`config.mk`:
```
export PLATFORM = sky130hd
export DESIGN_NAME = sm_div
export DESIGN_NICKNAME = d
export VERILOG_FILES = /design/src/rtl/sm_div_pkg.sv /design/src/rtl/sm_div.sv
export SDC_FILE = /design/constraint.sdc
export NUM_CORES = 1
export LEC_CHECK = 0
export CAP_MARGIN = 25
export CORE_UTILIZATION = 60
export CTS_CLUSTER_DIAMETER = 30
export DETAILED_ROUTE_END_ITERATION = 7
export GPL_TIMING_DRIVEN = 0
export PLACE_DENSITY = 0.85
export SETUP_SLACK_MARGIN = 0.05
export SYNTH_ARGS = -nofsm -noshare
export SYNTH_HDL_FRONTEND = slang
export SYNTH_SLANG_ARGS = --single-unit
```
`constraint.sdc`:
```
create_clock -name clk -period 3.7 [get_ports clk]
set_clock_uncertainty 0.15 [all_clocks]
set_input_delay 0.555 -clock clk [delete_from_list [all_inputs] [get_ports clk]]
set_output_delay 0.555 -clock clk [all_outputs]
set_load 0.01 [all_outputs]
```
`src/rtl/sm_div_pkg.sv`:
```
// Shared definitions for the sign-magnitude fixed-point number format and the
// sequential divider state machine.
package sm_div_pkg;

   localparam int unsigned SM_SIZE     = 16;
   localparam int unsigned SM_FRAC     = 8;
   localparam int unsigned SM_SIGN_BIT = SM_SIZE - 1;

   // All-ones magnitude: the largest representable value, used when clamping.
   localparam logic [SM_SIZE-2:0] SM_MAX_MAG   = '1;
   localparam logic [SM_SIZE-1:0] SM_SATURATED = '1;

   typedef enum logic [1:0] {
      IDLE = 2'd0,
      RUN  = 2'd1,
      DONE = 2'd2
   } state_t;

endpackage

```
`src/rtl/sm_div.sv`:
```
// Sequential sign-magnitude fixed-point divider (restoring, one quotient bit
// per clock). Magnitude result = floor((|a| << FRAC) / |b|), clamped to the
// all-ones magnitude on overflow; divide by zero returns a saturated result.
//
// Ports:
//   clk, rst             clock, synchronous active-high reset
//   in_valid / in_ready  operand handshake (a, b sign-magnitude)
//   out_valid / out_ready result handshake (q sign-magnitude, sat, dbz)
module sm_div
   import sm_div_pkg::*;
#(
   parameter int unsigned SIZE = SM_SIZE,
   parameter int unsigned FRAC = SM_FRAC
) (
   input  logic            clk,
   input  logic            rst,
   input  logic            in_valid,
   output logic            in_ready,
   input  logic [SIZE-1:0] a,
   input  logic [SIZE-1:0] b,
   output logic            out_valid,
   input  logic            out_ready,
   output logic [SIZE-1:0] q,
   output logic            sat,
   output logic            dbz
);

   localparam int unsigned MW = SIZE - 1;
   localparam int unsigned W  = MW + FRAC;
   localparam int unsigned CW = $clog2(W + 1);

   state_t          state_q, state_d;
   logic [W-1:0]    dvd_q, dvd_d;
   logic [SIZE-1:0] rem_q, rem_d;
   logic [W-1:0]    quo_q, quo_d;
   logic [CW-1:0]   cnt_q, cnt_d;
   logic [MW-1:0]   div_q, div_d;
   logic            sign_q, sign_d;
   logic            in_ready_d, out_valid_d, sat_d, dbz_d;
   logic [SIZE-1:0] q_d;

   // One restoring-division step on the current remainder.
   logic [SIZE:0]   rem_sh;
   logic [SIZE-1:0] rem_sub;
   logic [SIZE-1:0] rem_nx;
   logic            qbit;
   logic [W-1:0]    quo_nx;
   logic            ovf;
   logic [MW-1:0]   mag;
   logic            sign_out;

   always_comb begin
      rem_sh   = {rem_q, dvd_q[W-1]};
      qbit     = (rem_sh >= {2'b00, div_q});
      // rem_sh < 2*|b| so the subtraction result always fits SIZE bits.
      rem_sub  = rem_sh[SIZE-1:0] - {1'b0, div_q};
      rem_nx   = qbit ? rem_sub : rem_sh[SIZE-1:0];
      quo_nx   = {quo_q[W-2:0], qbit};
      ovf      = (|quo_nx[W-1:MW]) | quo_q[W-1];
      mag      = ovf ? {MW{1'b1}} : quo_nx[MW-1:0];
      // Zero results never carry a negative sign.
      sign_out = sign_q & (|mag);
   end

   // Next-state and next-output logic.
   always_comb begin
      state_d     = state_q;
      dvd_d       = dvd_q;
      rem_d       = rem_q;
      quo_d       = quo_q;
      cnt_d       = cnt_q;
      div_d       = div_q;
      sign_d      = sign_q;
      in_ready_d  = in_ready;
      out_valid_d = out_valid;
      q_d         = q;
      sat_d       = sat;
      dbz_d       = dbz;

      unique case (state_q)
         IDLE: begin
            if (in_valid && in_ready) begin
               div_d      = b[MW-1:0];
               sign_d     = a[SIZE-1] ^ b[SIZE-1];
               in_ready_d = 1'b0;
               if (b[MW-1:0] == '0) begin
                  // A negative-zero divisor is still zero.
                  state_d     = DONE;
                  out_valid_d = 1'b1;
                  q_d         = {a[SIZE-1], {MW{1'b1}}};
                  sat_d       = 1'b1;
                  dbz_d       = 1'b1;
               end else begin
                  state_d = RUN;
                  dvd_d   = {a[MW-1:0], {FRAC{1'b0}}};
                  rem_d   = '0;
                  quo_d   = '0;
                  cnt_d   = CW'(W);
               end
            end
         end

         RUN: begin
            dvd_d = {dvd_q[W-2:0], 1'b0};
            rem_d = rem_nx;
            quo_d = quo_nx;
            cnt_d = cnt_q - CW'(1);
            if (cnt_q == CW'(1)) begin
               state_d     = DONE;
               out_valid_d = 1'b1;
               q_d         = {sign_out, mag};
               sat_d       = ovf;
               dbz_d       = 1'b0;
            end
         end

         DONE: begin
            if (out_valid && out_ready) begin
               state_d     = IDLE;
               out_valid_d = 1'b0;
               in_ready_d  = 1'b1;
            end
         end

         default: begin
            state_d     = IDLE;
            in_ready_d  = 1'b1;
            out_valid_d = 1'b0;
         end
      endcase
   end

   // State and registered outputs.
   always_ff @(posedge clk) begin
      if (rst) begin
         state_q   <= IDLE;
         dvd_q     <= '0;
         rem_q     <= '0;
         quo_q     <= '0;
         cnt_q     <= '0;
         div_q     <= '0;
         sign_q    <= 1'b0;
         in_ready  <= 1'b1;
         out_valid <= 1'b0;
         q         <= '0;
         sat       <= 1'b0;
         dbz       <= 1'b0;
      end else begin
         state_q   <= state_d;
         dvd_q     <= dvd_d;
         rem_q     <= rem_d;
         quo_q     <= quo_d;
         cnt_q     <= cnt_d;
         div_q     <= div_d;
         sign_q    <= sign_d;
         in_ready  <= in_ready_d;
         out_valid <= out_valid_d;
         q         <= q_d;
         sat       <= sat_d;
         dbz       <= dbz_d;
      end
   end

endmodule
```
# Word level (Yosys, flattened, before mapping)
# Cells that the tools add are included.
# op_classes
addsub,2
magnitude_cmp,1
n_eq_ne,8
n_mux,35
bitwise_logic,4
n_reduce_logical,13
# ops
operator,count
two-way mux 16 bit,6
two-way mux 23 bit,4
one-hot mux 23 bit (2 select lines),2
one-hot mux 16 bit (2 select lines),2
>= comparator 17 x 15 -> 1 bit,1
subtractor 16 x 15 -> 16 bit,1
logical NOT 15 bit,1
two-way mux 15 bit,1
OR reduction 15 bit,1
two-way mux 5 bit,2
"inequality test 2 bit, second input constant",5
one-hot mux 5 bit (2 select lines),1
AND reduction 3 bit,3
two-way mux 1 bit,8
two-way mux 2 bit,4
AND reduction 4 bit,2
OR reduction 8 bit,1
one-hot mux 1 bit (3 select lines),2
one-hot mux 2 bit (3 select lines),1
"== test 5 x 1 -> 1 bit, second input constant",1
"subtractor 5 x 1 -> 5 bit, second input constant",1
one-hot mux 1 bit (2 select lines),2
"== test 2 x 1 -> 1 bit, second input constant",1
"== test 2 bit, second input constant",1
8 further kinds,9
# word_totals
register_bits,105
in_bits,36
wordCells,75

# Depth between registers and ports, before layout
# Gate-level depths: netlist of the first run.
# logic_depth
ltp_word,7
ltp_mapped,11

# Least setup slack after synthesis of the first run
# Ideal clock, no wire load.
# synth_path
path_type,reg-to-reg
startpoint,register div_q[4]
endpoint,register rem_q[11]
setup_time_ns,0.130
t_arrival_ns,1.986
required_time_ns,3.420
slack_ns,1.434
path_stages_with_launch,11
synth_period_minus_slack_ns,2.266
path_cell_list,dfxtp_1 -> inv_1 -> ha_1 -> a21oi_1 -> and3_1 -> a211o_1 -> o211a_1 -> buf_6 -> buf_6 -> a32oi_1 -> o31ai_1
# synth_between
elab_chain_len,3
word_cells_on_any_way,4
cone_classes,1 x add/sub; 1 x order compare; 2 x mux
# synth_lines
element,line,source
from (decl),sm_div.sv:37,"logic [MW-1:0] div_q, div_d;"
from (signal assigned),sm_div.sv:154,div_q <= div_d;
subtractor 16 x 15 -> 16 bit / >= comparator 17 x 15 -> 1 bit (equally long branches),"sm_div.sv:56, sm_div.sv:54",
two-way mux 16 bit (*),sm_div.sv:57,rem_nx = qbit ? rem_sub : rem_sh[SIZE-1:0];
one-hot mux 16 bit (2 select lines) (*),sm_div.sv:80,unique case (state_q)
to (signal assigned),sm_div.sv:151,rem_q <= rem_d;
to (decl),sm_div.sv:34,"logic [SIZE-1:0] rem_q, rem_d;"
# Every way passes the cells marked *; elsewhere a longest branch is shown, timed or not.
# A chain may end at the register's enable or synchronous reset.

# Worst setup path in the final report of the first run
# layout_path
startpoint,input port b[1]
endpoint,register rem_q[6]
# layout_between
elab_chain_len,3
# layout_lines
element,line,source
from (decl),sm_div.sv:20,"input logic [SIZE-1:0] b,"
logical NOT 15 bit,sm_div.sv:86,if (b[MW-1:0] == '0) begin
inequality test 2 bit (no line),n/a,
AND reduction 3 bit (no line),n/a,
# No other way between the ends.

==> impl_metrics.json, run 1 <==
{
  "worstSetupEndpointType": "register",
  "dieArea_sq_mm": 0.00824,
  "setup_tns_ns": 0,
  "ys_types": 61,
  "cts_hold_buf": 0,
  "synth.area.top_cells": "dfxtp_1 (41%), nor2_1 (7.2%), a21oi_1 (4.5%)",
  "cts_tree": "done",
  "core.rowCount": 32,
  "crit_required_ns": 3.82,
  "slew_violations": 0,
  "post_cts_resize_count": 0,
  "fill_cells": 621,
  "syn-cell-area_sq_mm": 0.00473,
  "drive_above_1_share_pct": 7.08,
  "pin_count": 56,
  "crit_path_start_kind": "input pin",
  "grt_overflow": 0,
  "die_w_um": 90.8,
  "fmax_mhz": 363,
  "ctsHtreeMaxLevel": 3,
  "final_cells": 738,
  "postCtsSetupRepairBufs": 0,
  "mostFrequentLayoutCell": "dfxtp_1",
  "seq_area_frac_synth_pct": 41.0,
  "synth_edf_count": 0,
  "wl_um": 11700,
  "synth.top_cell.area_share_pct": 41.0,
  "drt-initial-drc-count": 272,
  "power.density_mw_per_mm2": 765,
  "grt_pass1_wl_um": 19400,
  "initial_utilization_pct": 61.5,
  "rr_startpoint": "dvd_q[22]",
  "async_flop_share_pct": 0,
  "min-delay-start": "div_q[11]",
  "worstSkewPairLatency_ns": 0.36,
  "path_clk_slew_ns": 0.10,
  "min_path_cells": 2,
  "nets": 685,
  "cp_data_arrival_time_ns": 2.88,
  "reg2reg_depth": 9,
  "ys.flop_type": "dfxtp_1",
  "crit_buf_inv": 3,
  "cts_buffer_depth": 2,
  "synthCells": 565,
  "whs_endpoint": "div_q[11]",
  "worst_path_largest_cell_delay_ns": 0.48,
  "grt_antenna_before_repair": 0,
  "place_congestion": 0.844,
  "final_cell_mix": "dfxtp_1 (97), nor2_1 (91), clkdlybuf4s50_1 (55), nand2_1 (47), a21oi_1 (43)",
  "status": "finished clean",
  "worstPathCellList": "clkdlybuf4s50_1, nor4_1, a41oi_1, o21ai_2, nor2b_1, clkbuf_2, buf_2, a32oi_1, o31ai_1",
  "fin_crit_sh_pct": 74.4,
  "dp_cells": 722,
  "irDropWorstVdd_v": 0.000404,
  "drv_cap": 0,
  "cts_made_buffers": 9,
  "syn_avg_cell_area_sq_um": 8.37,
  "worst_slew_pin_slew_ns": 0.722,
  "p_leak_nw": 2.16,
  "syn-num-nets": 619,
  "path_class": "in -> reg",
  "first_pass_iters": 7,
  "routedWlPerCell_um": 15.9,
  "fin_crit_ns": 2.75,
  "n_antenna_cell": 0,
  "ys_warn_count": 0,
  "setup_viol": 0,
  "die_y_um": 90.8,
  "path_delay_family": "buffers and inverters",
  "r2r_slack_ns": 1.02,
  "hp-class": "reg -> reg",
  "groute.usage.overall_pct": 28.7,
  "io_buffers": 55,
  "reg2reg_to": "rem_q[14]",
  "detail-route-antenna-nets": 0,
  "cts_root_buf": "clkbuf_8",
  "dr_total_vias": 4417,
  "path_max_fanout": 10,
  "rsz0062_at_grt": "no",
  "worst_slew_margin_rel_pct": 51.9,
  "grt_max_degree": 19,
  "hpwl_um": 8800,
  "ys_ff_latch": 97,
  "route.detailed.drc": 0,
  "grt_pass1_vias": 4224,
  "hold_viol": 0,
  "core_sq_mm": 0.00769,
  "cts_sinks": 97,
  "area_growth_pct": 18.2,
  "yosysTopAreaCell": "dfxtp_1",
  "via_per_inst": 5.99,
  "worst_path_max_delay_cell": "nor4_1"
}
[cell type report]
class                   count  area [sq um]  area share (%)
plain buffers              39           190            3.40
clock buffers               9           124            2.21
clock inverters             7          61.3            1.10
inverters                  24          90.1            1.61
multi-input cells         405          2510            44.8
flip-flops and latches     97          1940            34.7
well taps                 102           128            2.28
repair buffers             55           551            9.84
[registers in the layout (all words and copies together), names as in the netlist, 2 cells and up]
| signal | flops |
|---|---|
| q | 16 |
| div_q | 15 |
| rem_q | 16 |
| state_q | 2 |
| quo_q | 23 |
| cnt_q | 5 |
| dvd_q | 15 |
[power breakdown]
| part | switching [mW] | leakage, nW | internal (mW) |
|---|---|---|---|
| Clock | 0.396 | 0.0936 | 0.257 |
| Combinational | 1.36 | 1.28 | 1.01 |
| Sequential | 0.0950 | 0.788 | 1.16 |
| Total | 1.85 | 2.16 | 2.43 |
[cell usage after synthesis (all sizes together), types with 7 or more instances]
library cell / instances
nor2: 91
nand2: 47
inv: 24
a222oi: 14
nor4: 8
a32oi: 7
xor2: 7
nor3: 30
nand2b: 9
a21oi: 43
clkbuf: 27
dfxtp: 97
o21ai: 16
a21o: 8
ha: 17
buf: 12
a22oi: 23
[how the worst max path moves through the flow]
stage                        start        end  slack, ns  depth (start not counted)
after floorplan           div_q[4]  rem_q[11]       1.43                         10
after global placement        b[7]  rem_q[11]       0.61                          9
after detailed placement      b[0]  rem_q[11]       0.59                          9
after CTS                     b[0]  rem_q[11]       0.96                          9
after global routing          b[7]       q[5]       0.74                          8
final                         b[1]   rem_q[6]       0.95                          9
[worst min-delay path, cell delays in order, from the launching register on]
cell and delay [ns]:
dfxtp_1 0.32, nand2_1 0.05, a21oi_1 0.05
[stage by stage]
step / hold slack [ns] / setup slack, ns / utilization [%] / total power, mW / instance area, sq um
floorplan: 0.277 / 1.43 / - / 3.04 / 4730
detailed placement: 0.298 / 0.588 / 70.4 / 3.59 / 5410
global placement: 0.290 / 0.611 / 70.4 / 3.51 / 5410
global route: 0.328 / 0.735 / 72.8 / 4.54 / 5590
CTS: 0.312 / 0.959 / 72.8 / 4.24 / 5590
finish: 0.315 / 0.948 / 72.8 / 4.28 / 5590
[per-layer routing]
metal / track usage, % / share of wire [%] / vias to the layer above
met5: 0 / 0 / -
li1: - / - / 2163
met4: 10.1 / 2.5 / 0
met1: 34.4 / 42 / 2082
met2: 52.7 / 51 / 143
met3: 3.54 / 4.7 / 29
[cell families (layout without fill, tap and decap cells)]
kind of cell    Yosys count  after routing  share of synthesized area, %
buf+inv                  63            134                          5.92
fa+ha+maj                18             18                          4.92
mux                       7              7                          1.51
flops                    97             97                          41.0
simple gates            220            220                          22.3
xor+xnor                 13             13                          2.41
compound gates          147            147                          21.9
(Power assumes the default switching activity.)
==> run 2, diff against run 1 <==
--- a/config.mk
+++ b/config.mk
@@ -6,11 +6,11 @@
 export NUM_CORES = 1
 export LEC_CHECK = 0
 export CAP_MARGIN = 25
-export CORE_UTILIZATION = 60
+export CORE_UTILIZATION = 56
 export CTS_CLUSTER_DIAMETER = 30
 export DETAILED_ROUTE_END_ITERATION = 7
 export GPL_TIMING_DRIVEN = 0
-export PLACE_DENSITY = 0.85
+export PLACE_DENSITY = 0.8
 export SETUP_SLACK_MARGIN = 0.05
 export SYNTH_ARGS = -nofsm -noshare
 export SYNTH_HDL_FRONTEND = slang
==> constraint.sdc (replaced) <==
create_clock -name clk -period 2.8 [get_ports clk]
set_clock_uncertainty 0.15 [all_clocks]
set_input_delay 0.42 -clock clk [delete_from_list [all_inputs] [get_ports clk]]
set_output_delay 0.42 -clock clk [all_outputs]
set_load 0.01 [all_outputs]
==> impl_metrics.json, run 2 (synthesis results as in run 1) <==
{
  "fin_crit_ns": 2.67,
  "hp-class": "reg -> reg",
  "setup_viol": 0,
  "route.detailed.drc": 0,
  "hpwl_um": 8620,
  "die_w_um": 93.9,
  "dp_cells": 725,
  "setup_tns_ns": 0,
  "cts_buffer_depth": 2,
  "final_cell_mix": "dfxtp_1 (97), nor2_1 (91), clkdlybuf4s50_1 (55), nand2_1 (47), a21oi_1 (43)",
  "cts_made_buffers": 9,
  "hold_ws_ns": 0.310,
  "die_y_um": 93.9,
  "dieArea_sq_mm": 0.00882,
  "drv_cap": 0,
  "dr_total_vias": 4380,
  "core.rowCount": 33,
  "cts_tree": "done",
  "mostFrequentLayoutCell": "dfxtp_1",
  "path_clk_slew_ns": 0.10,
  "place_congestion": 0.880,
  "fmax_mhz": 374,
  "grt_max_degree": 19,
  "final_cells": 744,
  "path_max_fanout": 5,
  "crit_path_start_kind": "register",
  "worst_slew_margin_rel_pct": 52.6,
  "nets": 688,
  "detail-route-antenna-nets": 0,
  "initial_utilization_pct": 57.9,
  "worst_slew_pin_slew_ns": 0.711,
  "cts_sinks": 97,
  "p_leak_nw": 2.20,
  "status": "finished clean",
  "wl_um": 11600,
  "crit_required_ns": 2.95,
  "io_buffers": 55,
  "drt-initial-drc-count": 220,
  "ctsHtreeMaxLevel": 3,
  "via_per_inst": 5.89,
  "grt_pass1_wl_um": 18900,
  "hold_viol": 0,
  "routedWlPerCell_um": 15.5,
  "slew_violations": 0,
  "pin_count": 56,
  "largest-register": "quo_q",
  "worstSkewPairLatency_ns": 0.36,
  "groute.usage.overall_pct": 27.0,
  "first_pass_iters": 5,
  "cts_hold_buf": 0,
  "largest_reg_flops": 23,
  "grt_overflow": 0,
  "core_sq_mm": 0.00818,
  "grt_antenna_before_repair": 0,
  "area_growth_pct": 19.5,
  "fin_crit_sh_pct": 95.5,
  "n_antenna_cell": 0,
  "drive_above_1_share_pct": 7.51,
  "irDropWorstVdd_v": 0.000616,
  "rsz0062_at_grt": "no",
  "power.density_mw_per_mm2": 1020,
  "path_class": "reg -> reg",
  "cp_data_arrival_time_ns": 2.82,
  "grt_pass1_vias": 3983,
  "cts_root_buf": "clkbuf_8",
  "worstSetupEndpointType": "register",
  "largestRegisters": "quo_q: 23 flops, q: 16 flops, rem_q: 16 flops"
}
-- run 2: cell types whose count changed in the layout (fill, tap and decap cells not counted) --
cell / change
inv_6: +2
clkbuf_8: +1
clkinv_4: -2
clkinv_2: -1
bufinv_16: +1
clkinvlp_4: -1
buf_4: +3
-- run 2: cell type report --
| cell class | instances | area, sq um |
|---|---|---|
| buffer | 39 | 190 |
| clock buffer | 10 | 138 |
| clock inverter | 6 | 78.8 |
| fill | 668 | 2520 |
| inverter | 24 | 90.1 |
| multi-input combinational | 405 | 2510 |
| sequential | 97 | 1940 |
| tap | 105 | 131 |
| timing repair buffer | 58 | 573 |
-- run 2: power by group --
| group | total [mW] | switching (mW) | internal [mW] |
|---|---|---|---|
| clock | 0.990 | 0.530 | 0.460 |
| sequential | 1.65 | 0.125 | 1.53 |
| combinational | 3.13 | 1.79 | 1.34 |
-- run 2: worst max-delay path: stages (launching register included) --
cell and delay (ns):
dfxtp_1 0.37, inv_1 0.09, ha_1 0.23, fa_1 0.41, nand2b_1 0.16, a21oi_1 0.27
a21oi_1 0.28, mux2_2 0.34, a31o_1 0.19, o21ai_1 0.11
-- run 2: final timing paths --
path,start,to,slack [ns],cells after the start
worst max-delay path,dvd_q[22],rem_q[14],0.13,9
worst min-delay path,div_q[10],div_q[10],0.31,2
worst max register to register,dvd_q[22],rem_q[14],0.13,9
worst min register to register,div_q[10],div_q[10],0.31,2
-- run 2: what timing repair did --
action	in CTS	in global routing
resized for setup	0	0
setup buffers	0	3
endpoints found under the setup margin	0	10
-- run 2: per-layer routing --
metal	part of all wire (%)	vias up	track usage, %
li1	-	2180	-
met1	43	2059	32.7
met4	1.4	0	7.82
met2	51	123	49.0
met5	0	-	0
met3	3.7	18	3.80
-- run 2: per-stage QoR --
step	worst slack [ns]	cell area (sq um)	total power [mW]	utilization (%)
6_report	0.125	5650	5.77	69.1
5_1_grt	0.0513	5650	6.14	69.1
4_1_cts	0.113	5630	5.74	68.9
3_5_place_dp	-0.228	5410	4.75	66.2
3_3_place_gp	-0.135	5410	4.63	66.2
2_1_floorplan	0.534	4730	4.02	-
==> run 3, diff against run 2 <==
--- a/config.mk
+++ b/config.mk
@@ -6,11 +6,11 @@
 export NUM_CORES = 1
 export LEC_CHECK = 0
 export CAP_MARGIN = 25
-export CORE_UTILIZATION = 56
+export CORE_UTILIZATION = 45
 export CTS_CLUSTER_DIAMETER = 30
 export DETAILED_ROUTE_END_ITERATION = 7
 export GPL_TIMING_DRIVEN = 0
-export PLACE_DENSITY = 0.8
+export PLACE_DENSITY = 0.66
 export SETUP_SLACK_MARGIN = 0.05
 export SYNTH_ARGS = -nofsm -noshare
 export SYNTH_HDL_FRONTEND = slang
==> impl_metrics.json, run 3 (synthesis results as in run 1) <==
{
  "status": "finished clean",
  "postCtsSetupRepairBufs": 0,
  "groute.usage.overall_pct": 22.2,
  "cts_tree": "done",
  "cts_made_buffers": 9,
  "design_area_sq_mm": 0.00566,
  "die_y_um": 105,
  "worstSetupEndpointType": "register",
  "die_w_um": 105,
  "hpwl_um": 8730,
  "crit_required_ns": 2.95,
  "slew_violations": 0,
  "place_area_sq_mm": 0.00545,
  "cts_root_buf": "clkbuf_8",
  "pwr-share-clk_pct": 15.5,
  "worstSkewPairLatency_ns": 0.38,
  "power.density_mw_per_mm2": 1010,
  "reg2reg_depth": 9,
  "mostFrequentLayoutCell": "dfxtp_1",
  "hold_viol": 0,
  "core_sq_mm": 0.0103,
  "whs_endpoint": "div_q[7]",
  "p_seq_share_pct": 29.0,
  "rsz0062_at_grt": "no",
  "wl_um": 11700,
  "dp_cells": 756,
  "io_buffers": 55,
  "p_comb_share_pct": 55.5,
  "place_congestion": 0.891,
  "drive_above_1_share_pct": 7.55,
  "setup_viol": 0,
  "p_sw_share_pct": 43.5,
  "cp_data_arrival_time_ns": 2.75,
  "route.detailed.drc": 0,
  "first_pass_iters": 5,
  "routedWlPerCell_um": 15.2,
  "grt_pass1_vias": 4151,
  "largest-register": "quo_q",
  "r2r_slack_ns": 0.21,
  "power.switching_mw": 2.48,
  "grt_max_degree": 19,
  "grt_pass1_wl_um": 19700,
  "irDropWorstVdd_v": 0.000912,
  "hp-class": "reg -> reg",
  "initial_utilization_pct": 46.0,
  "cts_sinks": 97,
  "p_leak_nw": 2.17,
  "path_class": "reg -> reg",
  "detail-route-antenna-nets": 0,
  "fin_crit_sh_pct": 92.7,
  "fmax_mhz": 385,
  "hold_ws_ns": 0.310,
  "dieArea_sq_mm": 0.0109,
  "grt_overflow": 0,
  "ctsHtreeMaxLevel": 3,
  "dr_total_vias": 4354,
  "largestRegisters": "quo_q: 23 flops, q: 16 flops, rem_q: 16 flops",
  "crit_path_start_kind": "register",
  "final_cells": 772,
  "grt_antenna_before_repair": 0,
  "pin_count": 56,
  "final_cell_mix": "dfxtp_1 (97), nor2_1 (91), clkdlybuf4s50_1 (55), nand2_1 (47), a21oi_1 (42)",
  "cts_buffer_depth": 2,
  "largest_reg_flops": 23,
  "n_antenna_cell": 0,
  "worst_slew_pin_slew_ns": 0.742,
  "nets": 685,
  "finalPower_mw": 5.69,
  "fin_crit_ns": 2.59,
  "worst_slew_margin_rel_pct": 50.5,
  "min_path_cells": 2,
  "path_clk_slew_ns": 0.10,
  "drv_cap": 0,
  "reg2reg_to": "rem_q[14]",
  "min-delay-start": "div_q[7]",
  "rr_startpoint": "dvd_q[22]",
  "via_per_inst": 5.64,
  "setup_ws_ns": 0.206,
  "drt-initial-drc-count": 250,
  "area_growth_pct": 19.7,
  "core.rowCount": 37,
  "pre_cts_slack_ns": -0.295,
  "intPower_mw": 3.22,
  "path_max_fanout": 5
}
-- run 3: worst max-delay path by stage --
stage	start	endpoint
2_1_floorplan	div_q[4]	rem_q[11]
3_3_place_gp	b[3]	rem_q[11]
3_5_place_dp	b[3]	rem_q[6]
4_1_cts	b[3]	rem_q[6]
5_1_grt	b[3]	rem_q[6]
6_report	dvd_q[22]	rem_q[14]
-- run 3: what timing repair did --
action / 4_1_cts / 5_1_grt
resized for setup: 0 / 4
endpoints found under the hold margin: 0 / 0
hold buffers: 0 / 0
setup endpoints to repair: 0 / 31
-- run 3: layout make-up --
type | count | area [sq um]
Clock buffer | 10 | 128
Tap cell | 136 | 170
Multi-Input combinational cell | 405 | 2530
Timing Repair Buffer | 55 | 551
Sequential cell | 97 | 1940
Fill cell | 1018 | 4620
Buffer | 39 | 190
Inverter | 24 | 90.1
Clock inverter | 6 | 60.1
-- run 3: stage by stage --
| step | setup TNS, ns | util [%] |
|---|---|---|
| 3_5_place_dp | -8.72 | 53.0 |
| 3_3_place_gp | -6.22 | 53.0 |
| 4_1_cts | 0 | 54.9 |
| 5_1_grt | 0 | 55.1 |
| 6_report | 0 | 55.1 |
| 2_1_floorplan | 0 | - |
-- run 3: worst max-delay path, cell delays in order (launching register included) --
cell and delay (ns):
dfxtp_1 0.40, inv_1 0.08, ha_1 0.23, fa_1 0.41, nand2b_1 0.17, a21oi_2 0.22
a21oi_1 0.23, mux2_2 0.33, a31o_1 0.18, o21ai_1 0.12
-- run 3: power groups by stage --
stage / Sequential (mW) / Clock [mW] / Combinational (mW)
final: 1.65 / 0.882 / 3.16
after global routing: 1.67 / 0.958 / 3.46
after CTS: 1.65 / 0.904 / 3.11
after detailed placement: 1.68 / 0 / 3.09
after global placement: 1.68 / 0 / 3.02
after floorplan: 1.65 / 0 / 2.37
-- run 3: routing by layer --
layer / track usage (%) / vias up / part of all wire [%]
li1: - / 2161 / -
met1: 27.3 / 2072 / 44
met2: 39.1 / 97 / 50
met3: 3.87 / 24 / 4.4
met4: 7.14 / 0 / 1.6
met5: 0 / - / 0
==> RTL change (settings of run 2) <==
Reset style: asynchronous (`rst`), changed in one clocked block. Comments in the files are not updated.
--- a/src/rtl/sm_div.sv
+++ b/src/rtl/sm_div.sv
@@ -131,7 +131,7 @@
    end
 
    // State and registered outputs.
-   always_ff @(posedge clk) begin
+   always_ff @(posedge clk or posedge rst) begin
       if (rst) begin
          state_q   <= IDLE;
          dvd_q     <= '0;
Check against the original RTL: differs if rst is asserted again (counterexample within 4 cycles, from zero or initial values and one cycle with rst high); with rst held inactive, the same outputs for 10 cycles.
==> RTL change against run 2 <==
  * First-iteration DRC count did not move
  * Setup slack improved by 34 ps
  * Die area barely moved
  * Cell area rose by 1.1%
  * Area after synthesis barely moved
  * Critical path type unchanged
  * Routed wire length fell by 9.3%
  * Sequential cell count did not move
  * Count of clock-buffer cells in the layout did not move
  * Critical endpoint is now rem_q[0]
Power is not compared: it rests on default switching activity, and its combinational part moved more than twofold at a synthesized area within 25%.
==> RTL change: results (changes against run 2) <==
\begin{tabular}{lr}
\hline
Metric & Value \\
\hline
\multicolumn{2}{l}{\textbf{Logic synthesis}} \\
\quad Share of cell area taken by muxes after synthesis & 2.563\% (+1.1 points) \\
\quad Compound-gate portion of the synthesized area & 20.98\% (-0.89 points) \\
\quad Synth top area cells & dfrtp\_1 51\%, nand2\_1 5.5\%, ha\_1 4.5\% \\
\quad Count of cell types in the netlist & 52 (-15\%) \\
\quad Sequential fraction of the synthesis area & 51.29\% (+10 points) \\
\quad Number of nets produced by synthesis & 524 (-15\%) \\
\quad FFs w/ async S/R, synth & 100.0\% (+100 points) \\
\quad Synth Area in XOR/XNOR & 2.775\% (+0.37 points) \\
\quad Adder and majority cell fraction of the synthesized area & 4.915\% (about the same) \\
\quad Most frequent cells after synthesis & 96 x dfrtp\_1, 69 x nand2\_1, 33 x nor2\_1 \\
\multicolumn{2}{l}{\textbf{Drt}} \\
\quad Via density per instance & 5.904 (+0.28\%) \\
\quad 1st-pass router iterations & 4 (-1) \\
\quad WL final & 10.48 mm (-9.3\%) \\
\multicolumn{2}{l}{\textbf{GRT}} \\
\quad Global-route wire length before repair & 17.62 mm (-6.6\%) \\
\quad Pin count of the biggest net entering global routing & 39 (+20) \\
\quad GRT Resource Usage Total & 26.18\% (-0.78 points) \\
\quad Vias in the first global route & 3763 (-5.5\%) \\
\multicolumn{2}{l}{\textbf{Critical path}} \\
\quad Arrival time reported for the critical path endpoint & 2790 ps (-30 ps) \\
\quad CP max stage delay & 510 ps (+100 ps) \\
\quad Cell at the slowest stage of the critical path & or4\_4 \\
\quad Top delay family on crit path & simple AND/OR/NAND/NOR gates \\
\multicolumn{2}{l}{\textbf{Cells and area}} \\
\quad Number of nets in the layout & 598 (-13\%) \\
\quad Share of post-route cells with drive strength above 1 & 8.925\% (+1.4 points) \\
\quad Total of fill cells in the finished design & 640 (-4.2\%) \\
\quad Diodes inserted & 0 (unchanged) \\
\multicolumn{2}{l}{\textbf{Hold path}} \\
\quad Class of the worst hold path & input pin to asynchronous set/reset pin \\
\multicolumn{2}{l}{\textbf{Outcome}} \\
\quad Result of the run & finished clean \\
\multicolumn{2}{l}{\textbf{Placement}} \\
\quad Sum of net half-perimeters after detailed placement & 7.646 mm (-11\%) \\
\quad Global placer's final weighted congestion & 0.8547 (-2.9\%) \\
\multicolumn{2}{l}{\textbf{CTS}} \\
\quad Deepest clock path buffer count & 2 (unchanged) \\
\multicolumn{2}{l}{\textbf{Timing}} \\
\quad Min Hold Slack & 328.2 ps (+17.72 ps) \\
\quad Slew HR & 52.69\% (+0.080 points) \\
\hline
\end{tabular}
-- RTL change: changes by cell type after synthesis, moves of 19 or more --
cell and change:
nand2_1 +22, dfrtp_1 +96, nor2_1 -58, nor3_1 -19, dfxtp_1 -97, a21oi_1 -27, a22oi_1 -22, a22o_1 +21
-- RTL change: worst reg2reg max path, stage by stage (launching register included) --
cell and delay (ps):
dfrtp_1 420, ha_2 390, nand2_1 110, or4_4 510, a311oi_4 340, nor2_4 90, buf_4 160, mux2_4 290
o22ai_2 110
-- RTL change: metrics by stage --
stage / TNS [ps] / power (W) / instance area, sq um / cells / setup WS (ps)
3_3_place_gp: -16140 / 0.001516 / 5420 / 630 / -468.2
3_5_place_dp: -19100 / 0.001524 / 5460 / 632 / -523.0
2_1_floorplan: 0 / 0.001455 / 4738 / 470 / 390.9
6_report: 0 / 0.002358 / 5712 / 654 / 159.2
5_1_grt: 0 / 0.002419 / 5712 / 654 / 59.79
4_1_cts: 0 / 0.002368 / 5678 / 652 / 47.07
-- RTL change: power by group through the flow --
stage          clock [W]  sequential (W)  combinational, W
6_report        0.000865         0.00140         0.0000941
5_1_grt         0.000914         0.00140          0.000105
4_1_cts         0.000871         0.00140         0.0000966
3_5_place_dp           0         0.00143         0.0000962
3_3_place_gp           0         0.00143         0.0000885
2_1_floorplan          0         0.00143         0.0000272
-- RTL change: path summary, 6_finish.rpt --
kind / depth (start not counted) / startpoint / endpoint
worst max-delay path: 8 / rem_q[7] / rem_q[0]
worst min-delay path: 2 / rst / div_q[9]
worst max register to register: 8 / rem_q[7] / rem_q[0]
worst min register to register: 1 / sat / sat
max in group asynchronous: 4 / rst / in_ready
min in group clk: 1 / sat / sat
-- RTL change: area by class of cell --
| class | count | share of cell area, % |
|---|---|---|
| multi-input cells | 324 | 37.39 |
| flip-flops and latches | 97 | 42.52 |
| well taps | 105 | 2.300 |
| plain buffers | 26 | 2.015 |
| clock inverters | 6 | 0.8324 |
| inverters | 23 | 1.577 |
| repair buffers | 63 | 11.13 |
| clock buffers | 10 | 2.234 |
-- RTL change: timing repair --
action	in CTS	in global routing
setup endpoints to repair	26	51
pin swaps	1	1
setup buffers	4	2
hold buffers	0	0
gates resized for setup	5	3
-- RTL change: routing by layer --
layer | routed length (um) | vias to the layer above | track usage [%]
met5 | 0 | - | 0
met4 | 211 | 0 | 10.64
met3 | 528 | 18 | 5.259
met2 | 4952 | 103 | 41.67
met1 | 4789 | 1914 | 35.09
li1 | - | 1826 | -
